### src/rtl/memory_access_unit.sv
// memory_access_unit: single-outstanding load/store initiator for a
// sync-read data memory with a registered output. Loads wait a fixed
// READ_LATENCY before capturing mem_data_out; stores complete in one cycle.
module memory_access_unit #(
  parameter int ADDR_WIDTH   = 12,
  parameter int DATA_WIDTH   = 16,
  parameter int READ_LATENCY = 2
) (
  input  logic                  clock,
  input  logic                  reset_n,
  input  logic                  req_valid,
  output logic                  req_ready,
  input  logic                  req_write,
  input  logic [ADDR_WIDTH-1:0] req_address,
  input  logic [DATA_WIDTH-1:0] req_wdata,
  output logic                  resp_valid,
  output logic [DATA_WIDTH-1:0] resp_rdata,
  output logic                  busy,
  output logic                  mem_write,
  output logic [ADDR_WIDTH-1:0] mem_address,
  output logic [DATA_WIDTH-1:0] mem_data_in,
  input  logic [DATA_WIDTH-1:0] mem_data_out
);

  // Counter is wide enough to hold READ_LATENCY; it counts down to zero and stops.
  localparam int CNT_W = $clog2(READ_LATENCY + 2);

  typedef enum logic [1:0] {
    IDLE      = 2'd0,
    WRITE     = 2'd1,
    READ_WAIT = 2'd2,
    RESP      = 2'd3
  } state_t;

  state_t           state, state_nxt;
  logic [CNT_W-1:0] wait_cnt;
  logic             accept;
  logic             last_wait;

  // RESP accepts too, so a new request can follow a load response with no bubble.
  assign req_ready = (state == IDLE) || (state == RESP);
  assign busy      = (state != IDLE);
  assign accept    = req_valid && req_ready;
  assign last_wait = (state == READ_WAIT) && (wait_cnt == '0);

  // Next-state decode.
  always_comb begin
    state_nxt = state;
    case (state)
      IDLE, RESP: begin
        if (accept) state_nxt = req_write ? WRITE : READ_WAIT;
        else        state_nxt = IDLE;
      end
      WRITE:     state_nxt = IDLE;
      READ_WAIT: if (wait_cnt == '0) state_nxt = RESP;
      default:   state_nxt = IDLE;
    endcase
  end

  // State register.
  always_ff @(posedge clock or negedge reset_n) begin
    if (!reset_n) state <= IDLE;
    else          state <= state_nxt;
  end

  // Read-latency counter: loaded on load accept, decremented through READ_WAIT.
  always_ff @(posedge clock or negedge reset_n) begin
    if (!reset_n) begin
      wait_cnt <= '0;
    end else if (accept && !req_write) begin
      wait_cnt <= CNT_W'(READ_LATENCY);
    end else if ((state == READ_WAIT) && (wait_cnt != '0)) begin
      wait_cnt <= wait_cnt - 1'b1;
    end
  end

  // Memory-side drive: address/data only move on accept, write strobe is one cycle.
  always_ff @(posedge clock or negedge reset_n) begin
    if (!reset_n) begin
      mem_write   <= 1'b0;
      mem_address <= '0;
      mem_data_in <= '0;
    end else begin
      mem_write <= accept && req_write;
      if (accept)              mem_address <= req_address;
      if (accept && req_write) mem_data_in <= req_wdata;
    end
  end

  // Response: pulse on entry to WRITE or RESP; load data captured on the last wait cycle.
  always_ff @(posedge clock or negedge reset_n) begin
    if (!reset_n) begin
      resp_valid <= 1'b0;
      resp_rdata <= '0;
    end else begin
      resp_valid <= (state_nxt == WRITE) || (state_nxt == RESP);
      if (last_wait) resp_rdata <= mem_data_out;
    end
  end

endmodule

### config.mk
export PLATFORM = sky130hd
export DESIGN_NAME = memory_access_unit
export DESIGN_NICKNAME = d
export VERILOG_FILES = /design/src/rtl/memory_access_unit.sv
export SDC_FILE = /design/constraint.sdc
export NUM_CORES = 1
export LEC_CHECK = 0
export ABC_AREA = 1
export BUFFER_PORTS_ARGS = -buffer_cell sky130_fd_sc_hd__buf_2
export CORE_MARGIN = 2
export CORE_UTILIZATION = 49
export CTS_BUF_LIST = sky130_fd_sc_hd__clkbuf_4 sky130_fd_sc_hd__clkbuf_8 sky130_fd_sc_hd__clkbuf_16
export CTS_CLUSTER_DIAMETER = 200
export CTS_CLUSTER_SIZE = 24
export DETAILED_ROUTE_END_ITERATION = 8
export PLACE_DENSITY = 0.84
export SYNTH_ARGS = -nofsm -noshare
export SYNTH_HDL_FRONTEND = slang
export SYNTH_SLANG_ARGS = --single-unit
### constraint.sdc
create_clock -name clock -period 2.6 [get_ports clock]
set_input_delay 0.78 -clock clock [delete_from_list [all_inputs] [get_ports clock]]
set_output_delay 0.78 -clock clock [all_outputs]
set_load 0.05 [all_outputs]
Word-level counts from Yosys, hierarchy flattened
Index checks and enable logic that the tools add are counted.

storage, ports and cells
  output and inout port bits = 48
  bits of input ports = 48
  flip-flop bits (word level) = 50
  word-level logic and storage cells = 33

cells by class
  add/subtract/negate cells = 1
  reduce and logical (&&, ||, !) cells = 14
  multiplexer cells = 6
  equal/unequal tests = 5

operators with widths
  operator                                                            number
  2-bit two-way mux                                                   5
  2-bit == test, second input constant                                3
  2-bit one-hot mux with 3 select lines                               1
  2-bit nonzero test                                                  3
  1-bit logical AND                                                   5
  2-bit by 1-bit == test with 1-bit output, second input constant     2
  2-bit logical NOT                                                   2
  1-bit logical OR                                                    2
  2-bit OR reduction                                                  1
  2-bit by 1-bit subtractor with 2-bit output, second input constant  1
  1-bit logical NOT                                                   1

Logic depth before layout (Yosys ltp)
  depth after elaboration = 7
  gate-level depth with buffers = 7
  depth with buffers taken out = 6

Worst setup path after synthesis
OpenSTA, ideal clock, no wires.

  path type = flip-flop to output port
  start = reg state[0]
  end = out req_ready
  slack = 768 ps
  arrival time = 1052 ps
  required time = 1820 ps
  stages on the path, launching flop included = 4
  buffers on the path = 0
  path through = dfrtp_1 > inv_1 > ha_1 > inv_1

between the ends
  longest elaborated chain between the ends = 2
  elaborated cells on any way between the ends = 3
  classes of those cells = eq/ne: 1; reduce/logical: 2

ends and longest elaborated chain
  what                                                line  source
  start, declared                                     35    state_t state, state_nxt;
  start signal, assigned                              63    else state <= state_nxt;
  2-bit == test or 2-bit logical NOT (tied branches)  41    assign req_ready = (state == IDLE) || (state == RESP);
  1-bit logical OR (*)                                41
  end, declared                                       12    output logic req_ready,

Mark *: on every way between the ends. The rest lies on a longest branch, timed or not.

Worst setup path in the final report
Ends and elaborated chain as after synthesis.

==> results.cfg <==
[final_layout]
final_nets = 370
postLayoutCellArea_um2 = 2630
area_growth_syn_to_layout_pct = 28.9
antenna_cells = 0
drive_above_1_share_pct = 34.1

[floorplanning]
dieArea_um2 = 4690
start_util_pct = 50.9
placeableCoreArea_um2 = 4000
ios = 96
row_count = 23
chipHeight_um = 68.5
die_x_um = 68.5

[setup_path]
slowest_stage = dfrtp_1
start_kind = register
critPathCaptureType = output port
arrival_ns = 1.45
crit_type = reg -> out
cpMostUsedCell = inv_1
cp_cell_sequence = inv_1 > ha_1 > inv_1 > buf_2
slowest_delay_ns = 0.35
critPathRequiredTime_ns = 1.82
cp_max_fo = 3

[sta]
setup_tns_ns = 0
maxSlewViolCount = 0
finalHoldViolCount = 0
rsz0062_at_grt = false
slew_headroom_pct = 57.5
final.period_utilization_pct = 85.6
period_needed_ns = 2.23
fmax_mhz = 449
finalClockSkew_ns = 0.00692
setup_violations = 0
tightestPinTransition_ns = 0.637

[global_routing]
grtUsageTotal_pct = 19.3
grt_max_degree = 30
antenna_found_initial = 0
grt_pass1_wl_um = 6600
grt.overflow.total = 0
grt_pass1_vias = 1524

[yosys]
synth.distinct_cells = 15
synth.net_count = 276
ys_ff_latch = 50
synth_cells = 225
yosysSeqAreaShare_pct = 61.5
synth_area_um2 = 2040
syn_avg_cell_area_um2 = 9.05
yosysWarnings = 0

[clock_tree]
cts.htree.levels = 2
cts_made_buffers = 5
clock_sinks = 50
tritoncts = built
cts_root_buffer = clkbuf_8
clk_pin_slew_ns = 0.08
cts-hold-fix-buffers = 0
cts_resized = 0
clock_latency_ns = 0.29
cts_setup_buffers = 0
cts_buffer_depth = 2

[drt]
vias = 1776
drc_errors = 0
drtPass1Iterations = 4
ant_nets = 0
routed_wl_um = 4530
via_per_inst = 4.80
wl_per_cell_um = 12.2
initialDrtViolationCount = 74

[outcome]
status = completed

[min_path]
worstHoldPathType = reg -> reg

[placed_design]
gp_congestion = 0.725
detailed_place_hpwl_um = 3300
port_buffers = 95
placed_area_um2 = 2530

[run]
maxCapViolCount = 0
logic make-up (layout without fill, tap and decap cells):
kind of cell | count (synthesis) | count (layout) | share of synthesized area, %
adder cells (fa/ha/maj) | 3 | 3 | 1.84
flip-flops | 50 | 50 | 61.5
AO/OA/AOI/OAI | 3 | 3 | 0.737
AND/OR/NAND/NOR | 146 | 146 | 29.7
buffers and inverters | 23 | 118 | 6.27
through the flow:
stage,std cells,utilization (%),hold WS [ns],setup slack (ns)
after global placement,362,63.2,0.451,0.638
after detailed placement,362,63.2,0.455,0.563
after global routing,370,65.6,0.499,0.315
after floorplan,225,-,0.465,0.768
after CTS,370,65.6,0.476,0.382
final,370,65.6,0.472,0.373
registers in the layout, indices dropped and copies added (netlist names):
| register | flops |
|---|---|
| state | 2 |
| mem_address | 12 |
| mem_data_in | 16 |
| resp_rdata | 16 |
| mem_write | 1 |
| wait_cnt | 2 |
| resp_valid | 1 |
per-layer routing:
| metal | track usage (%) | routed length [um] | vias to the layer above | share of wire, % |
|---|---|---|---|---|
| met5 | 0 | 0 | - | 0 |
| met4 | 4.50 | 36 | 0 | 0.80 |
| met3 | 7.57 | 378 | 4 | 8.4 |
| met2 | 33.8 | 2150 | 67 | 48 |
| met1 | 22.0 | 1960 | 815 | 43 |
| li1 | - | - | 890 | - |
cells in the final DEF (no fill, tap or decap):
master / count
nand2_1: 106
buf_12: 1
ha_1: 3
nor2_2: 1
buf_4: 3
clkbuf_8: 6
nand3b_1: 1
dfrtp_1: 50
inv_1: 11
nor2_1: 2
buf_2: 95
a21oi_1: 1
clkbuf_4: 1
nand3_2: 1
nand3_1: 35
o21ai_0: 2
clkinv_2: 1
path summary, 6_finish.rpt:
| check | startpoint | endpoint | slack [ns] | depth (start not counted) |
|---|---|---|---|---|
| worst max-delay path | state[0] | req_ready | 0.37 | 4 |
| worst min-delay path | resp_rdata[9] | resp_rdata[9] | 0.47 | 2 |
| worst max register to register | state[0] | mem_address[7] | 0.74 | 6 |
| worst min register to register | resp_rdata[9] | resp_rdata[9] | 0.47 | 2 |
| max in group asynchronous | reset_n | mem_data_in[14] | 1.38 | 2 |
| min in group asynchronous | reset_n | resp_rdata[2] | 0.50 | 1 |
synth_stat cells:
cell type  number  area [um2]
nand3b_1        1        7.51
a21oi_1         1        5.00
nor2_1          2        7.51
nand2_1       106         398
buf_4           4        30.0
ha_1            3        37.5
o21ai_0         2        10.0
buf_2           3        15.0
nand3_2         1        10.0
nor2_2          1        6.26
clkbuf_1        2        7.51
buf_6           3        33.8
nand3_1        35         175
dfrtp_1        50        1250
inv_1          11        41.3
cell type report:
cell class	instances	area (um2)
Fill cell	336	1380
Sequential cell	50	1250
Timing Repair Buffer	99	518
Tap cell	50	62.6
Multi-Input combinational cell	152	657
Clock inverter	1	5.00
Clock buffer	7	90.1
Inverter	11	41.3
critical path: cells and delay by family, from the launching register on:
family     cells  cell delay, ns
fa+ha+maj      1            0.34
buf+inv        3            0.46
flops          1            0.35
Power is not shown: default switching activity piles up to over one toggle a cycle in this logic, so the estimate is an artifact.
